File: config.mk
export PLATFORM = sky130hd
export DESIGN_NAME = jtbubl_rom_slot_flat
export DESIGN_NICKNAME = d
export VERILOG_FILES = /design/src/rtl/jtbubl_rom_slot_if.sv /design/src/rtl/jtbubl_rom_slot.sv /design/src/flat_wrapper.sv
export SDC_FILE = /design/constraint.sdc
export NUM_CORES = 1
export LEC_CHECK = 0
export CAP_MARGIN = 20
export CORE_ASPECT_RATIO = 0.6
export CORE_MARGIN = 2
export CORE_UTILIZATION = 43
export DETAILED_ROUTE_END_ITERATION = 10
export PLACE_DENSITY_LB_ADDON = 0.08
export SETUP_SLACK_MARGIN = 0.4
export SYNTH_ARGS = -nofsm -noshare
export SYNTH_HDL_FRONTEND = slang
export SYNTH_SLANG_ARGS = --single-unit
File: constraint.sdc
create_clock -name clk -period 2.31 [get_ports clk]
set_input_delay 0.462 -clock clk [delete_from_list [all_inputs] [get_ports clk]]
set_output_delay 0.462 -clock clk [all_outputs]
set_load 0.02 [all_outputs]
File: src/rtl/jtbubl_rom_slot_if.sv
// Graphics ROM slot bus: client request side (slot_*) and SDRAM arbiter side
// (sdram_*, data_*) of one ROM slot.
//   slave  : the slot itself (jtbubl_rom_slot)
//   master : whatever drives requests and answers bursts (client + arbiter)
// Signals:
//   slot_cs/slot_addr  -> request enable and 32-bit word address
//   slot_dout/slot_ok  <- assembled read data and its valid flag
//   sdram_addr/req     <- 16-bit word address and burst request
//   sdram_ack          -> request accepted (1-cycle pulse)
//   data_rdy/data_read -> one 16-bit beat
interface jtbubl_rom_slot_if #(
  parameter int unsigned AW = 18
);
  logic          slot_cs;
  logic [AW-1:0] slot_addr;
  logic [31:0]   slot_dout;
  logic          slot_ok;
  logic [21:0]   sdram_addr;
  logic          sdram_req;
  logic          sdram_ack;
  logic          data_rdy;
  logic [15:0]   data_read;

  modport slave (
    input  slot_cs, slot_addr, sdram_ack, data_rdy, data_read,
    output slot_dout, slot_ok, sdram_addr, sdram_req
  );

  modport master (
    output slot_cs, slot_addr, sdram_ack, data_rdy, data_read,
    input  slot_dout, slot_ok, sdram_addr, sdram_req
  );
endinterface

File: src/rtl/jtbubl_rom_slot.sv
// Responder end of a graphics ROM client port. Each 32-bit client read becomes
// a two-beat 16-bit SDRAM burst (low half first); the assembled word is held on
// slot_dout with slot_ok while the client keeps the same address selected.
// Ports:
//   rst  asynchronous reset, active high
//   clk  system clock
//   bus  jtbubl_rom_slot_if.slave (slot_* client side, sdram_*/data_* arbiter side)
// Parameters:
//   AW      client word-address width
//   OFFSET  16-bit-word base of this client's region in SDRAM
// Optional feature:
//   JTBUBL_ROMSLOT_CACHE_EN  one-entry tag of the last completed address; a
//   request matching it is answered next cycle without an SDRAM burst.
module jtbubl_rom_slot #(
  parameter int unsigned AW     = 18,
  parameter logic [21:0] OFFSET = 22'h0
) (
  input  logic               rst,
  input  logic               clk,
  jtbubl_rom_slot_if.slave   bus
);

  typedef enum logic [1:0] {IDLE, REQ, BEAT0, BEAT1} state_t;

  state_t        state, state_next;
  logic [AW-1:0] addr_lat;
  logic [31:0]   dout;
  logic [21:0]   sdram_addr;
  logic          sdram_req;
  logic          ok_reg;
  logic          stale;
  logic          addr_match, cs_match;
  logic          cache_hit;
  logic          start, hit_load, lo_wr, hi_wr;

  assign addr_match     = bus.slot_addr == addr_lat;
  assign cs_match       = bus.slot_cs && addr_match;
  assign bus.slot_ok    = ok_reg && cs_match;
  assign bus.slot_dout  = dout;
  assign bus.sdram_addr = sdram_addr;
  assign bus.sdram_req  = sdram_req;

`ifdef JTBUBL_ROMSLOT_CACHE_EN
  logic [AW-1:0] tag;
  logic          tag_valid;

  assign cache_hit = tag_valid && (bus.slot_addr == tag);

  always_ff @(posedge clk or posedge rst) begin
    if (rst) begin
      tag       <= '0;
      tag_valid <= 1'b0;
    end else if (hi_wr) begin
      tag       <= addr_lat;
      tag_valid <= 1'b1;
    end
  end
`else
  assign cache_hit = 1'b0;
`endif

  always_ff @(posedge clk or posedge rst) begin
    if (rst) state <= IDLE;
    else     state <= state_next;
  end

  always_comb begin
    state_next = state;
    start      = 1'b0;
    hit_load   = 1'b0;
    lo_wr      = 1'b0;
    hi_wr      = 1'b0;
    case (state)
      IDLE: begin
        if (bus.slot_cs && !(ok_reg && addr_match)) begin
          if (cache_hit) begin
            hit_load = 1'b1;
          end else begin
            start      = 1'b1;
            state_next = REQ;
          end
        end
      end
      REQ: begin
        // A beat arriving with the ack is the first beat of the burst
        if (bus.sdram_ack) begin
          lo_wr      = bus.data_rdy;
          state_next = bus.data_rdy ? BEAT1 : BEAT0;
        end
      end
      BEAT0: begin
        if (bus.data_rdy) begin
          lo_wr      = 1'b1;
          state_next = BEAT1;
        end
      end
      BEAT1: begin
        if (bus.data_rdy) begin
          hi_wr      = 1'b1;
          state_next = IDLE;
        end
      end
      default: state_next = IDLE;
    endcase
  end

  always_ff @(posedge clk or posedge rst) begin
    if (rst) begin
      addr_lat   <= '0;
      dout       <= '0;
      sdram_addr <= '0;
      sdram_req  <= 1'b0;
      ok_reg     <= 1'b0;
      stale      <= 1'b0;
    end else begin
      if (start) begin
        addr_lat   <= bus.slot_addr;
        sdram_req  <= 1'b1;
        sdram_addr <= OFFSET + 22'({bus.slot_addr, 1'b0});
        stale      <= 1'b0;
      end else if (hit_load) begin
        addr_lat <= bus.slot_addr;
      end
      if (state == REQ && bus.sdram_ack) sdram_req <= 1'b0;
      if (lo_wr) begin
        dout[15:0] <= bus.data_read;
        sdram_addr <= OFFSET + 22'({addr_lat, 1'b1});
      end
      if (hi_wr) dout[31:16] <= bus.data_read;
      // Any deselect or address change during a burst forfeits its slot_ok,
      // even if the client comes back to the same address before completion.
      if (state != IDLE && !cs_match) stale <= 1'b1;
      if (hi_wr)               ok_reg <= !stale && cs_match;
      else if (hit_load)       ok_reg <= 1'b1;
      else if (start || !cs_match) ok_reg <= 1'b0;
    end
  end

endmodule

File: src/flat_wrapper.sv
// flat-port wrapper written by rule: the top's interface ports become plain ports
module jtbubl_rom_slot_flat 
#(
  parameter int unsigned AW     = 18,
  parameter logic [21:0] OFFSET = 22'h0
)
  (rst, clk, bus_slot_cs, bus_slot_addr, bus_sdram_ack, bus_data_rdy, bus_data_read, bus_slot_dout, bus_slot_ok, bus_sdram_addr, bus_sdram_req);
  jtbubl_rom_slot_if #(.AW(AW)) bus_i ();
  input  logic rst;
  input  logic clk;
  input wire logic [$bits(bus_i.slot_cs)-1:0] bus_slot_cs;
  input wire logic [$bits(bus_i.slot_addr)-1:0] bus_slot_addr;
  input wire logic [$bits(bus_i.sdram_ack)-1:0] bus_sdram_ack;
  input wire logic [$bits(bus_i.data_rdy)-1:0] bus_data_rdy;
  input wire logic [$bits(bus_i.data_read)-1:0] bus_data_read;
  output wire logic [$bits(bus_i.slot_dout)-1:0] bus_slot_dout;
  output wire logic [$bits(bus_i.slot_ok)-1:0] bus_slot_ok;
  output wire logic [$bits(bus_i.sdram_addr)-1:0] bus_sdram_addr;
  output wire logic [$bits(bus_i.sdram_req)-1:0] bus_sdram_req;
  assign bus_i.slot_cs = bus_slot_cs;
  assign bus_i.slot_addr = bus_slot_addr;
  assign bus_i.sdram_ack = bus_sdram_ack;
  assign bus_i.data_rdy = bus_data_rdy;
  assign bus_i.data_read = bus_data_read;
  assign bus_slot_dout = bus_i.slot_dout;
  assign bus_slot_ok = bus_i.slot_ok;
  assign bus_sdram_addr = bus_i.sdram_addr;
  assign bus_sdram_req = bus_i.sdram_req;
  jtbubl_rom_slot #(.AW(AW), .OFFSET(OFFSET)) u_core (.rst(rst), .clk(clk), .bus(bus_i));
endmodule
==> results.py, run 1 <==
metrics = {
    "route": {
        "wl_per_cell_um": 15.3,
        "vias": 2599,
        "drc": 0,
        "ant_nets": 0,
        "dr.pass1.iters": 4,
        "wl_um": 8190,
        "viasPerCell": 4.85,
        "drtIter0Drc": 132,
    },
    "floorplan": {
        "die_h_um": 72.3,
        "placement_rows": 24,
        "die_x_um": 118,
        "fp.dieArea_um2": 8520,
        "ios": 95,
        "fp.coreArea_um2": 7390,
        "start_util_pct": 45.3,
    },
    "setup_path": {
        "critPathCaptureType": "output port",
        "critical_path.top_delay_family": "simple AND/OR/NAND/NOR gates",
        "cpPeakStageDelay_ps": 390,
        "crit_chain": "xor2_1 > nor4_1 > buf_4 > and3_4 > and3_4 > buf_6",
        "crit_arrival_ps": 1790,
        "critical_path_buf_inv_count": 2,
        "cp.required_ps": 1850,
        "cp_common_cell": "and3_4",
        "crit_type": "register to output port",
        "r2r_slack_ps": 90,
        "cp_slowest_cell": "dfrtp_1",
        "cp_max_fo": 2,
        "crit_path_start_kind": "register",
    },
    "yosys": {
        "netlist_area_um2": 3340,
        "synth.distinct_cells": 30,
        "synth-seq-cells": 74,
        "async_reset_ff_share_pct": 100,
        "synth-main-ff-cell": "dfrtp_1",
        "yosysWarnings": 0,
        "synth_edf_count": 0,
        "synth.avg_cell_area_um2": 11.5,
        "synth_cells": 292,
        "yosysSeqAreaShare_pct": 55.4,
    },
    "place": {
        "place_ws_ps": -682,
        "gp_congestion": 0.802,
        "dp_hpwl_um": 5830,
        "placed_cell_area_um2": 4680,
        "portBuffers": 91,
        "dp_cells": 515,
    },
    "cells_and_area": {
        "layout_common_cells": "dfrtp_1, clkdlybuf4s50_1, nand2_1, buf_4, mux2_2",
        "areaGrowthSynthToFinish_pct": 51.4,
        "final_net_count": 472,
        "n_antenna_cell": 0,
        "drive_gt1_share_pct": 25.9,
        "final_cells": 536,
        "multi_input_area_um2": 1450,
        "final-seq-area_um2": 1850,
        "stdcell_area_um2": 5060,
        "fillers": 586,
        "final_common_cell": "dfrtp_1",
        "largest_reg_flops": 32,
        "fin_util_pct": 68.5,
    },
    "sta": {
        "setup_ws_ps": 53.1,
        "slew_violations": 0,
        "worstMarginPinSlew_ps": 587,
        "finalHoldViolCount": 0,
        "setup_viol_count_final": 0,
        "fmax_mhz": 443,
        "fin_crit_ps": 2260,
        "timing.hold.ws_ps": 439,
        "rsz0062_at_grt": "yes",
        "skew_ps": 5.85,
        "finalCritPeriodShare_pct": 97.7,
        "totalNegativeSetupSlack_ps": 0,
        "slew_headroom_pct": 60.8,
    },
    "clocking": {
        "cts_buffer_depth": 2,
        "cts-root-buf": "clkbuf_16",
        "path_clk_slew_ps": 50,
        "cts_tree": "done",
        "cts_max_level": 3,
        "hold_buffers": 0,
        "clk_latency_ps": 330,
        "numCtsBuffers": 9,
        "clock-sinks": 74,
    },
    "pwr": {
        "p_per_area_nw_per_um2": 1440,
        "pwr-share-comb_pct": 50.9,
        "vdd_drop_max_mv": 0.758,
        "p_seq_share_pct": 32.3,
        "switchingPower_mw": 2.63,
        "power.leakage_nw": 2.37,
        "switching_share_pct": 36.2,
        "clkPwrFrac_pct": 16.8,
        "p_int_mw": 4.64,
        "power.total_mw": 7.27,
    },
    "grt": {
        "grt_pass1_vias": 2617,
        "antenna_found_initial": 0,
        "grt_usage_pct": 20.4,
        "grt_start_max_net_pins": 29,
        "grt_pass1_wl_um": 13200,
        "overflow": 0,
    },
    "hold_path": {
        "hold_path.class": "input port to register",
    },
    "outcome": {
        "status": "complete, no violations",
    },
    "flow_run": {
        "max-cap-violations": 0,
    },
}
==> cells in the mapped netlist (3+ instances only) <==
master | instances | area share (%)
a21oi_1 | 3 | 0.45
buf_4 | 4 | 0.90
dfrtp_1 | 74 | 55
clkbuf_1 | 7 | 0.79
inv_1 | 7 | 0.79
a21o_1 | 3 | 0.67
xnor2_1 | 6 | 1.6
nor4_1 | 3 | 0.56
mux2i_1 | 18 | 5.4
nand2_1 | 70 | 7.9
nand3_1 | 3 | 0.45
o22ai_1 | 19 | 3.6
and3_1 | 4 | 0.75
xor2_1 | 12 | 3.1
ha_1 | 4 | 1.5
mux2_2 | 35 | 12
==> cells by family (layout without fill, tap and decap cells) <==
kind of cell	count (synthesis)	count (layout)	share of synthesized area, %
buffers and inverters	24	162	3.97
XOR/XNOR	18	18	4.71
multiplexers	53	53	17.2
other	1	3	0.112
adder cells (fa/ha/maj)	4	4	1.50
AO/OA/AOI/OAI	32	32	6.66
AND/OR/NAND/NOR	86	86	10.5
flip-flops	74	74	55.4
==> repair_timing <==
action	4_1_cts	5_1_grt
pin swaps	10	6
gates resized for setup	40	2
gates cloned	1	0
setup endpoints to repair	42	41
buffers inserted	4	2
==> worst min-delay path, cell delays in order <==
cell and delay [ps]:
clkbuf_2 130, nand2_1 70, o22ai_1 70
==> final timing paths <==
| path | start | end | depth (start not counted) |
|---|---|---|---|
| worst min-delay path | bus_slot_addr[3] | u_core.bus.sdram_addr[4]$_DFFE_PP0P_ | 3 |
| max in group asynchronous | rst | u_core.addr_lat[11]$_DFFE_PP0P_ | 3 |
| worst max register to register | u_core.addr_lat[5]$_DFFE_PP0P_ | u_core.addr_lat[11]$_DFFE_PP0P_ | 8 |
| worst max-delay path | u_core.addr_lat[5]$_DFFE_PP0P_ | bus_slot_ok | 6 |
| min in group asynchronous | rst | u_core.bus.slot_dout[8]$_DFFE_PP0P_ | 2 |
| worst min register to register | u_core.bus.slot_dout[0]$_DFFE_PP0P_ | u_core.bus.slot_dout[0]$_DFFE_PP0P_ | 2 |
==> power groups by stage <==
stage	Sequential [mW]	Combinational, mW	Clock [mW]
after floorplan	2.84	1.44	0
after global placement	2.32	3.52	0
after detailed placement	2.35	3.58	0
after CTS	2.35	3.72	1.26
after global routing	2.42	3.95	1.31
final	2.35	3.70	1.22
==> layout make-up <==
cell class | count | area share (%)
Inverter | 7 | 0.593
Multi-Input combinational cell | 196 | 28.7
Tap cell | 104 | 2.57
Clock buffer | 14 | 5.02
Timing Repair Buffer | 141 | 26.6
Sequential cell | 74 | 36.6
==> metal layers <==
layer	global-route usage, %	vias to the layer above	routed length [um]
li1	-	1267	-
met1	28.5	1255	4080
met2	30.7	70	3610
met3	6.92	7	431
met4	5.62	0	61
met5	0	-	0
No activity file was read; power rests on OpenSTA's default activity.
==> inputs of run 2 (changes only) <==
CTS_CLUSTER_SIZE = 40   (was not set)
==> results of run 2 <==
The final DEF is identical to that of run 1; final timing and power are the same.
==> inputs of run 3 (changes only) <==
CORE_UTILIZATION = 45   (was 43)
clock period = 2.2 ns   (was 2.31 ns; I/O delays follow)
==> results.py, run 3 (same netlist as run 1, synthesis figures left out) <==
metrics = {
    "cells_and_area": {
        "final_net_count": 475,
        "areaGrowthSynthToFinish_pct": 52.9,
        "drive_gt1_share_pct": 26.2,
        "layout_common_cells": "dfrtp_1, clkdlybuf4s50_1, nand2_1, buf_4, mux2_2",
        "stdcell_area_um2": 5110,
        "final_common_cell": "dfrtp_1",
        "fin_util_pct": 70.7,
        "largest_reg_flops": 32,
        "n_antenna_cell": 0,
    },
    "floorplan": {
        "placement_rows": 24,
        "die_x_um": 115,
        "die_h_um": 70.8,
        "ios": 95,
        "start_util_pct": 46.2,
        "fp.coreArea_um2": 7240,
        "fp.dieArea_um2": 8160,
    },
    "sta": {
        "rsz0062_at_grt": "yes",
        "fin_crit_ps": 2300,
        "fmax_mhz": 435,
        "finalHoldViolCount": 0,
        "setup_ws_ps": -99.2,
        "totalNegativeSetupSlack_ps": -1520,
        "finalCritPeriodShare_pct": 105,
        "setup_viol_count_final": 23,
        "skew_ps": 4.20,
        "slew_violations": 0,
        "timing.hold.ws_ps": 439,
    },
    "setup_path": {
        "r2r_slack_ps": -80,
        "cp_max_fo": 7,
        "cp_slowest_cell": "o311ai_4",
        "crit_path_start_kind": "input port",
        "r2r-start": "u_core.addr_lat[16]$_DFFE_PP0P_",
        "cpPeakStageDelay_ps": 340,
        "crit_chain": "dlygate4sd2_1 > xnor2_2 > nand4_1 > buf_4 > or2_4 > o311ai_4 > buf_6 > buf_8 > mux2_2",
        "cp.required_ps": 2410,
        "crit_type": "input port to register",
        "timing.rr.end": "u_core.addr_lat[9]$_DFFE_PP0P_",
        "crit_arrival_ps": 2510,
        "r2r_cells": 8,
        "critPathCaptureType": "register",
    },
    "pwr": {
        "p_seq_share_pct": 31.4,
        "power.leakage_nw": 2.41,
        "p_per_area_nw_per_um2": 1520,
        "p_int_mw": 4.97,
        "switching_share_pct": 36.1,
        "clkPwrFrac_pct": 16.4,
        "vdd_drop_max_mv": 0.703,
        "pwr-share-comb_pct": 52.2,
        "switchingPower_mw": 2.81,
    },
    "clocking": {
        "path_clk_slew_ps": 50,
        "cts_max_level": 3,
        "cts_buffer_depth": 2,
        "numCtsBuffers": 9,
        "cts-root-buf": "clkbuf_16",
        "cts_tree": "done",
        "clock-sinks": 74,
        "clk_latency_ps": 330,
    },
    "grt": {
        "grt_start_max_net_pins": 54,
        "grt_usage_pct": 22.7,
        "antenna_found_initial": 0,
        "overflow": 0,
        "grt_pass1_vias": 2787,
        "grt_pass1_wl_um": 14000,
    },
    "route": {
        "drtIter0Drc": 136,
        "ant_nets": 0,
        "vias": 2611,
        "viasPerCell": 4.84,
        "wl_um": 8470,
        "wl_per_cell_um": 15.7,
        "dr.pass1.iters": 4,
        "drc": 0,
    },
    "place": {
        "gp_congestion": 0.776,
        "placed_cell_area_um2": 4680,
        "portBuffers": 91,
        "dp_hpwl_um": 5540,
    },
    "hold_path": {
        "min_path_cells": 3,
        "min_to": "u_core.bus.sdram_addr[16]$_DFFE_PP0P_",
        "hp-start": "bus_slot_addr[15]",
        "hold_path.class": "input port to register",
    },
    "outcome": {
        "violations": "setup timing",
        "status": "finished with violations",
    },
    "flow_run": {
        "max-cap-violations": 0,
    },
}
## run 3: cell count changes in the layout (fill, tap and decap cells not counted), sizes merged
cell and delta:
buf +4, clkdlybuf4s50 -1, clkdlybuf4s15 -1, dlymetal6s2s +5
dlygate4sd2 -2, bufbuf -1, clkbuf -1
## run 3: worst max-delay path by stage
| stage | slack [ps] | start | to | cells after the start |
|---|---|---|---|---|
| detailed placement | -770 | bus_slot_addr[9] | bus_slot_ok | 7 |
| global route | -150 | u_core.addr_lat[1]$_DFFE_PP0P_ | bus_slot_ok | 6 |
| finish | -100 | bus_slot_addr[16] | u_core.addr_lat[9]$_DFFE_PP0P_ | 9 |
| floorplan | 210 | bus_slot_addr[14] | u_core.addr_lat[2]$_DFFE_PP0P_ | 6 |
| global placement | -700 | bus_slot_addr[9] | bus_slot_ok | 7 |
| CTS | -100 | u_core.addr_lat[6]$_DFFE_PP0P_ | bus_slot_ok | 6 |
## run 3: per-layer routing
metal / wire length, um / part of all wire, % / GRT usage, % / up-vias
met5: 0 / 0 / 0 / -
met4: 85 / 1.0 / 5.89 / 0
met3: 531 / 6.3 / 6.94 / 11
met2: 3660 / 43 / 33.7 / 73
met1: 4200 / 50 / 32.8 / 1258
li1: - / - / - / 1269
## run 3: critical path: cells and delay by family
family,cells,cell delay (ps)
buf+inv,4,750
simple gates,2,410
compound gates,1,340
mux,1,340
xor+xnor,1,220
## run 3: layout make-up
type / count / area, um^2
Multi-Input combinational cell: 196 / 1450
Clock buffer: 14 / 254
Fill cell: 536 / 2120
Inverter: 7 / 30.0
Tap cell: 104 / 130
Sequential cell: 74 / 1850
Timing Repair Buffer: 144 / 1400
## run 3: power by group through the flow
stage | clock [mW] | sequential (mW) | combinational [mW]
final | 1.28 | 2.44 | 4.06
after global routing | 1.37 | 2.52 | 4.37
after CTS | 1.32 | 2.44 | 4.06
after detailed placement | 0 | 2.44 | 3.84
after global placement | 0 | 2.41 | 3.78
after floorplan | 0 | 2.98 | 1.52
## run 3: timing repair
item                       CTS  global route
cloned                       1             0
hold endpoints to repair     0             0
pin swaps                    9             9
resized for setup           38             8
setup buffers                8             0
setup endpoints to repair   42            57
hold buffers                 0             0
## run 3: stage by stage
step	total power [mW]	setup slack [ps]	cells
4_1_cts	7.81	-103	539
6_report	7.78	-99.2	539
3_5_place_dp	6.28	-768	516
2_1_floorplan	4.50	213	294
5_1_grt	8.27	-149	539
3_3_place_gp	6.19	-700	516
